### src/rtl/imem_loader_pkg.sv
// Shared types and constants for the instruction-memory boot loader.
// Imported by the loader FSM and its checksum helper.
package imem_loader_pkg;

    localparam int DEFAULT_ADDR_W = 5;
    localparam int IMEM_BYTES     = 2 ** DEFAULT_ADDR_W;

    typedef enum logic [2:0] {
        IDLE,
        LEN,
        DATA,
        CHECK,
        DONE,
        ERR
    } state_t;

    localparam logic [1:0] ERR_NONE = 2'd0;
    localparam logic [1:0] ERR_LEN  = 2'd1;
    localparam logic [1:0] ERR_CSUM = 2'd2;

endpackage

### src/rtl/imem_loader_xor_checksum.sv
// Running XOR of the program bytes of one load.
// Cleared when a new load starts and on reset.
module xor_checksum #(
    parameter int W = 8
) (
    input  logic         clk,
    input  logic         rst_n,
    input  logic         clear,
    input  logic         en,
    input  logic [W-1:0] din,
    output logic [W-1:0] sum
);

    always_ff @(posedge clk) begin
        if (!rst_n || clear) begin
            sum <= '0;
        end else if (en) begin
            sum <= sum ^ din;
        end
    end

endmodule

### src/rtl/imem_loader.sv
// Boot-time loader: receives [length][program bytes][xor checksum], writes
// the bytes into instruction memory and holds the CPU until a load verifies.
module imem_loader
    import imem_loader_pkg::*;
#(
    parameter int ADDR_W = DEFAULT_ADDR_W
) (
    input  logic              clk,
    input  logic              rst_n,
    input  logic              start,
    input  logic              in_valid,
    input  logic [7:0]        in_data,
    output logic              in_ready,
    output logic              mem_we,
    output logic [ADDR_W-1:0] mem_addr,
    output logic [7:0]        mem_wdata,
    output logic              cpu_hold,
    output logic              done,
    output logic              error,
    output logic [1:0]        err_code,
    output logic [ADDR_W:0]   bytes_loaded
);

    localparam int         CNT_W     = ADDR_W + 1;
    localparam logic [7:0] MAX_WORDS = 8'(2 ** (ADDR_W - 2));

    state_t           state;
    state_t           next_state;
    logic [CNT_W-1:0] remaining;
    logic [7:0]       checksum;
    logic             xfer;
    logic             data_xfer;
    logic             start_load;
    logic             len_bad;
    logic             csum_ok;

    assign in_ready   = (state == LEN) || (state == DATA) || (state == CHECK);
    assign xfer       = in_valid && in_ready;
    assign data_xfer  = xfer && (state == DATA);
    assign start_load = start && ((state == IDLE) || (state == DONE) || (state == ERR));
    assign len_bad    = (in_data == 8'd0) || (in_data > MAX_WORDS);
    assign csum_ok    = (in_data == checksum);

    assign cpu_hold = (state != DONE);
    assign done     = (state == DONE);
    assign error    = (state == ERR);

    xor_checksum #(.W(8)) u_csum (
        .clk   (clk),
        .rst_n (rst_n),
        .clear (start_load),
        .en    (data_xfer),
        .din   (in_data),
        .sum   (checksum)
    );

    always_ff @(posedge clk) begin
        if (!rst_n) begin
            state <= IDLE;
        end else begin
            state <= next_state;
        end
    end

    always_comb begin
        next_state = state;
        case (state)
            IDLE:  if (start) next_state = LEN;
            LEN:   if (in_valid) next_state = len_bad ? ERR : DATA;
            DATA:  if (in_valid && remaining == CNT_W'(1)) next_state = CHECK;
            CHECK: if (in_valid) next_state = csum_ok ? DONE : ERR;
            DONE:  if (start) next_state = LEN;
            ERR:   if (start) next_state = LEN;
            default: next_state = IDLE;
        endcase
    end

    // bytes_loaded doubles as the write pointer; it reaches 2**ADDR_W on a
    // full load without the address ever wrapping.
    always_ff @(posedge clk) begin
        if (!rst_n) begin
            mem_we       <= 1'b0;
            mem_addr     <= '0;
            mem_wdata    <= '0;
            err_code     <= ERR_NONE;
            bytes_loaded <= '0;
            remaining    <= '0;
        end else begin
            mem_we <= data_xfer;
            if (start_load) begin
                bytes_loaded <= '0;
                err_code     <= ERR_NONE;
            end
            if (xfer && state == LEN) begin
                if (len_bad) begin
                    err_code <= ERR_LEN;
                end else begin
                    remaining    <= CNT_W'(in_data) << 2;
                    bytes_loaded <= '0;
                end
            end
            if (data_xfer) begin
                mem_addr     <= bytes_loaded[ADDR_W-1:0];
                mem_wdata    <= in_data;
                bytes_loaded <= bytes_loaded + CNT_W'(1);
                remaining    <= remaining - CNT_W'(1);
            end
            if (xfer && state == CHECK && !csum_ok) begin
                err_code <= ERR_CSUM;
            end
        end
    end

endmodule

### config.mk
export PLATFORM = sky130hd
export DESIGN_NAME = imem_loader
export DESIGN_NICKNAME = d
export VERILOG_FILES = /design/src/rtl/imem_loader_pkg.sv /design/src/rtl/imem_loader_xor_checksum.sv /design/src/rtl/imem_loader.sv
export SDC_FILE = /design/constraint.sdc
export NUM_CORES = 1
export LEC_CHECK = 0
export CAP_MARGIN = 15
export CORE_MARGIN = 3
export CORE_UTILIZATION = 46
export DETAILED_ROUTE_END_ITERATION = 8
export PLACE_DENSITY = 0.76
export SYNTH_ARGS = -nofsm -noshare
export SYNTH_HDL_FRONTEND = slang
export SYNTH_SLANG_ARGS = --single-unit
### constraint.sdc
create_clock -name clk -period 1.52 [get_ports clk]
set_clock_uncertainty 0.05 [all_clocks]
set_input_delay 0.304 -clock clk [delete_from_list [all_inputs] [get_ports clk]]
set_output_delay 0.304 -clock clk [all_outputs]
set_load 0.005 [all_outputs]
* Word-level counts from Yosys, hierarchy flattened
Cells that the tools add are included.
Storage, ports and cells: flip-flop bits (word level) 39, logic and storage cells 67
Operators by class: muxes and demuxes 18, $add $sub $neg 2, equality and inequality tests 13, reductions and logical operators 22, $lt $le $gt $ge 1, bitwise operators 2
Operator list (count):
- 2-to-1 mux 6 bit | 7
- 2-to-1 mux 3 bit | 5
- case mux 3 bit (4 select lines) | 1
- == test 8 bit | 1
- greater-than comparator 8 x 4 -> 1 bit, second input constant | 1
- zero test 8 bit | 1
- 2-to-1 mux 2 bit | 4
- bitwise XOR 8 bit | 1
- logical AND 1 bit | 7
- adder 6 x 1 -> 6 bit, second input constant | 1
- == test 3 x 2 -> 1 bit, second input constant | 2
- == test 3 bit, second input constant | 2
- == test 6 x 1 -> 1 bit, second input constant | 1
- logical OR 1 bit | 6
- != test 2 bit, second input constant | 3
- subtractor 6 x 1 -> 6 bit, second input constant | 1
- != test 2 x 1 -> 1 bit, second input constant | 2
- AND reduction 4 bit | 1
- == test 3 x 1 -> 1 bit, second input constant | 1
- zero test 3 bit | 1
- != test 3 bit, second input constant | 1
- OR reduction 3 bit | 1
- zero test 1 bit | 2
- AND reduction 2 bit | 1
- other kinds (4) | 4

* Longest topological paths before layout
depth after elaboration 8, mapped depth 7, gate-level depth less buffers 6

* By module
Synthesis repeated with hierarchy kept, for this count alone.
Unflattened totals: cell total of the unflattened synthesis 230, area total of the unflattened synthesis 1993.2 sq um
Modules (own cells, without submodules):
- imem_loader | sequential area each 620.6 sq um, area each 1609.0 sq um, cells each 194, instances 1
- xor_checksum | sequential area each 160.2 sq um, area each 384.1 sq um, cells each 36, instances 1

* Worst setup path after synthesis
Ideal clock, no wire load.
kind in2reg, start point input in_data[2], end point register remaining[4], arrival 1.359 ns, cell stages on the path 5, path slack -0.021 ns, required time 1.338 ns, path buffers 1, library setup time 0.132 ns, cell sequence clkbuf_2 or4_4 and4_4 a32oi_1 a21oi_1
On the way: cells in the longest elaborated chain, start to end 4, elaborated cells on any way between the ends 8, classes of those cells 1 x order compare; 1 x eq/ne; 3 x mux; 3 x reduce/logical
RTL lines:
- from (decl) | RTL line imem_loader.sv:12 | input logic [7:0] in_data,
- greater-than comparator 8 x 4 -> 1 bit / zero test 8 bit (equally long branches) | RTL line imem_loader.sv:41 | assign len_bad = (in_data == 8'd0) || (in_data > MAX_WORDS);
- logical OR 1 bit | RTL line imem_loader.sv:41
- != test 2 bit (no line)
- AND reduction 2 bit (no line)
- to (signal assigned) | RTL line imem_loader.sv:98 | remaining <= CNT_W'(in_data) << 2;
- to (signal assigned) | RTL line imem_loader.sv:106 | remaining <= remaining - CNT_W'(1);
- to (decl) | RTL line imem_loader.sv:29 | logic [CNT_W-1:0] remaining;
Several ways; a longest one is shown, not always the timed one. The select of a mux whose other input is x is not followed. A chain may end at the register's enable or synchronous reset.

* Worst setup path in the final report
start point input in_data[5], end point register err_code[1]
On the way: cells in the longest elaborated chain, start to end 5, elaborated cells on any way between the ends 9, classes of those cells 1 x order compare; 1 x eq/ne; 3 x mux; 4 x reduce/logical
RTL lines:
- greater-than comparator 8 x 4 -> 1 bit / zero test 8 bit (equally long branches) | RTL line imem_loader.sv:41
- logical OR 1 bit | RTL line imem_loader.sv:41
- 2-to-1 mux 2 bit | RTL line imem_loader.sv:95 | if (len_bad) begin
- 2-to-1 mux 2 bit | RTL line imem_loader.sv:94 | if (xfer && state == LEN) begin
- 2-to-1 mux 2 bit * | RTL line imem_loader.sv:108 | if (xfer && state == CHECK && !csum_ok) begin
- to (signal assigned) | RTL line imem_loader.sv:92 | err_code <= ERR_NONE;
- to (signal assigned) | RTL line imem_loader.sv:96 | err_code <= ERR_LEN;
- to (signal assigned) | RTL line imem_loader.sv:109 | err_code <= ERR_CSUM;
- to (decl) | RTL line imem_loader.sv:20 | output logic [1:0] err_code,
Mark *: on every way between the ends. The rest lies on a longest branch, timed or not.

==> impl_metrics.py <==
metrics = {
    "synth": {
        "synthesis.nets": 234,
        "synth_area_per_cell_um2": 8.52,
        "yosys-top-cells-area": "dfxtp_1 (42%), nand2_1 (8.0%), xor2_1 (7.5%)",
        "ys_ff_latch": 39,
        "syn-cell-area_mm2": 0.00187,
        "netlist_instances": 219,
        "ys_types": 47,
        "yosysTopAreaCellShare": 0.419,
        "yosys_warnings": 0,
        "yosys.area.top_type": "dfxtp_1",
        "ys_seq_area_frac": 0.419,
    },
    "drt": {
        "drcViolationCount": 0,
        "wl_per_cell_um": 14.7,
        "num_vias": 1947,
        "drt_pass1_iterations": 4,
        "viasPerCell": 5.58,
        "ant_nets": 0,
        "routed_wl_um": 5120,
        "dr.first_iter.drc_count": 108,
    },
    "power": {
        "ir_drop_v": 0.000726,
        "clock_power_share": 0.307,
        "finalPower_mw": 2.25,
        "p_per_area_mw_per_mm2": 777,
        "seqPwrFrac": 0.480,
        "internal-power_mw": 1.61,
        "p_sw_frac": 0.283,
        "combPwrFrac": 0.214,
        "p_switching_uw": 636,
        "p_leak_nw": 1.23,
    },
    "cts": {
        "ctsHoldBuffers": 0,
        "clk_pin_slew_ns": 0.08,
        "cts_buffer_depth": 2,
        "cts.htree.levels": 2,
        "cts_tree": "yes",
        "cts_buffers": 5,
        "clk-insertion-delay-late_ns": 0.30,
        "cts_root_buf": "clkbuf_8",
        "clock_sinks": 39,
    },
    "worst_setup_path": {
        "cpPeakStageDelay_ns": 0.58,
        "crit_path_cell_trace": "dlygate4sd2_1, or4_4, buf_4, o31ai_4, a32o_1",
        "cpMaxStageDelayCell": "or4_4",
        "worstPathArrival_ns": 1.71,
        "critPathBufInv": 2,
        "path_delay_family": "simple AND/OR/NAND/NOR gates",
        "worst_ep_required_time_ns": 1.72,
        "start_kind": "input port",
        "critPathKind": "in2reg",
        "critPathCaptureType": "flip-flop",
        "path_max_fanout": 2,
    },
    "global_routing": {
        "grt.total_usage": 0.208,
        "grt_max_degree": 18,
        "antenna_found_initial": 0,
        "grt_pass1_wl_um": 8080,
        "grt_pass1_vias": 1776,
        "overflow": 0,
    },
    "floorplanning": {
        "die_w_um": 69.7,
        "pin_count": 38,
        "die_h_um": 69.7,
        "core_mm2": 0.00377,
        "rows": 22,
        "die_area_mm2": 0.00486,
        "start_util": 0.495,
    },
    "final_layout": {
        "utilization": 0.766,
        "n_antenna_cell": 0,
        "layout_commonest_cell": "buf_4",
        "n_fill_cell": 256,
        "drive_gt1_frac": 0.332,
        "final_cell_mix": "buf_4 (41), nand2_1 (39), dfxtp_1 (26)",
        "nNetsFinal": 315,
        "area_growth_pct": 54.9,
    },
    "timing": {
        "rsz0062_at_grt": "true",
        "timing.hold.ws_ns": 0.400,
        "setup_tns_ns": 0,
        "setup-violations-final": 0,
        "hold_violations": 0,
        "min_period_ns": 1.51,
        "fmax_ghz": 0.660,
        "slew_headroom": 0.749,
        "report.final.slew_viol_count": 0,
        "layout_worst_path_cycle_share": 0.997,
        "timing_worst_slew_pin_value_ns": 0.373,
        "fin_ws_ns": 0.00524,
    },
    "run": {
        "maxCapViolCount": 0,
    },
    "run_status": {
        "status": "complete, no violations",
    },
    "placement": {
        "dp_hpwl_um": 3360,
        "finalWeightedCongestion": 0.787,
        "port_buffers": 37,
        "pre_cts_slack_ns": -0.535,
    },
    "min_path": {
        "min_path_type": "in2reg",
    },
}
Yosys cell counts (all sizes together):
| cell | n |
|---|---|
| a31oi | 5 |
| nor2b | 2 |
| o311ai | 1 |
| nor4 | 5 |
| nand3 | 9 |
| a211oi | 3 |
| o21a | 1 |
| o211ai | 2 |
| a32o | 1 |
| nor2 | 17 |
| nor3 | 2 |
| inv | 5 |
| xor2 | 16 |
| mux2i | 1 |
| o22a | 2 |
| o31ai | 3 |
| nor4bb | 1 |
| a32oi | 1 |
| nand2 | 40 |
| a2bb2oi | 2 |
| and3 | 1 |
| o21ai | 3 |
| and4 | 1 |
| nand4 | 4 |
| and4bb | 2 |
| or4 | 3 |
| or3 | 4 |
| a21oi | 21 |
| dfxtp | 39 |
| clkbuf | 6 |
| o31a | 1 |
| o32a | 1 |
| buf | 7 |
| nand2b | 3 |
| nand4bb | 1 |
| ha | 3 |
repair_timing:
| item | in CTS | in global routing |
|---|---|---|
| gates cloned | 0 | 1 |
| resized for setup | 46 | 36 |
| setup buffers | 5 | 7 |
| setup endpoints to repair | 42 | 35 |
| pin swaps | 6 | 12 |
final cells by class:
cell class	count	area, um^2	share of cell area
inverter	5	18.8	0.00649
clock buffer	6	72.6	0.0251
tap	48	60.1	0.0208
timing repair buffer	86	758	0.262
multi-input combinational	163	1160	0.400
sequential	39	812	0.281
clock inverter	2	12.5	0.00433
power groups by stage:
| stage | Sequential [mW] | Combinational (mW) | Clock [mW] |
|---|---|---|---|
| 2_1_floorplan | 1.07 | 0.221 | 0 |
| 3_3_place_gp | 1.09 | 0.405 | 0 |
| 3_5_place_dp | 1.09 | 0.408 | 0 |
| 4_1_cts | 1.07 | 0.419 | 0.698 |
| 5_1_grt | 1.08 | 0.515 | 0.749 |
| 6_report | 1.08 | 0.480 | 0.689 |
per-layer routing:
layer / GRT usage / share of wire / vias to the layer above
met3: 0.0565 / 0.069 / 13
li1: - / - / 946
met2: 0.356 / 0.49 / 65
met1: 0.247 / 0.41 / 923
met5: 0 / 0 / -
met4: 0.0766 / 0.024 / 0
tightest hold or removal path: stages:
cell	delay, ns
clkbuf_2	0.18
nand2_1	0.14
a21oi_1	0.07
sequential cells by signal, indices dropped and copies added (netlist names):
register,count
err_code,2
mem_addr,5
remaining,6
mem_we,1
bytes_loaded,6
mem_wdata,8
state,3
u_csum.sum,8
path summary, 6_finish.rpt:
kind | start | endpoint | slack (ns) | cells after the start
hold reg to reg | mem_addr[0] | mem_addr[0] | 0.40 | 2
setup / recovery | in_data[5] | err_code[1] | 0.005 | 5
hold / removal | in_data[2] | mem_wdata[2] | 0.40 | 3
setup reg to reg | state[2] | remaining[3] | 0.02 | 5
through the flow:
step / area (um^2) / instances
6_report: 2890 / 349
5_1_grt: 2890 / 349
4_1_cts: 2730 / 341
3_5_place_dp: 2530 / 329
3_3_place_gp: 2530 / 329
2_1_floorplan: 1870 / 219
cells by family after synthesis:
| kind of cell | after synthesis | synth area share |
|---|---|---|
| AO/OA/AOI/OAI | 47 | 0.164 |
| XOR/XNOR | 16 | 0.0751 |
| adder cells (fa/ha/maj) | 3 | 0.0201 |
| buffers and inverters | 18 | 0.0449 |
| flip-flops | 39 | 0.419 |
| multiplexers | 1 | 0.00537 |
| AND/OR/NAND/NOR | 95 | 0.272 |
Note: power is estimated with default switching activity, not from simulation.
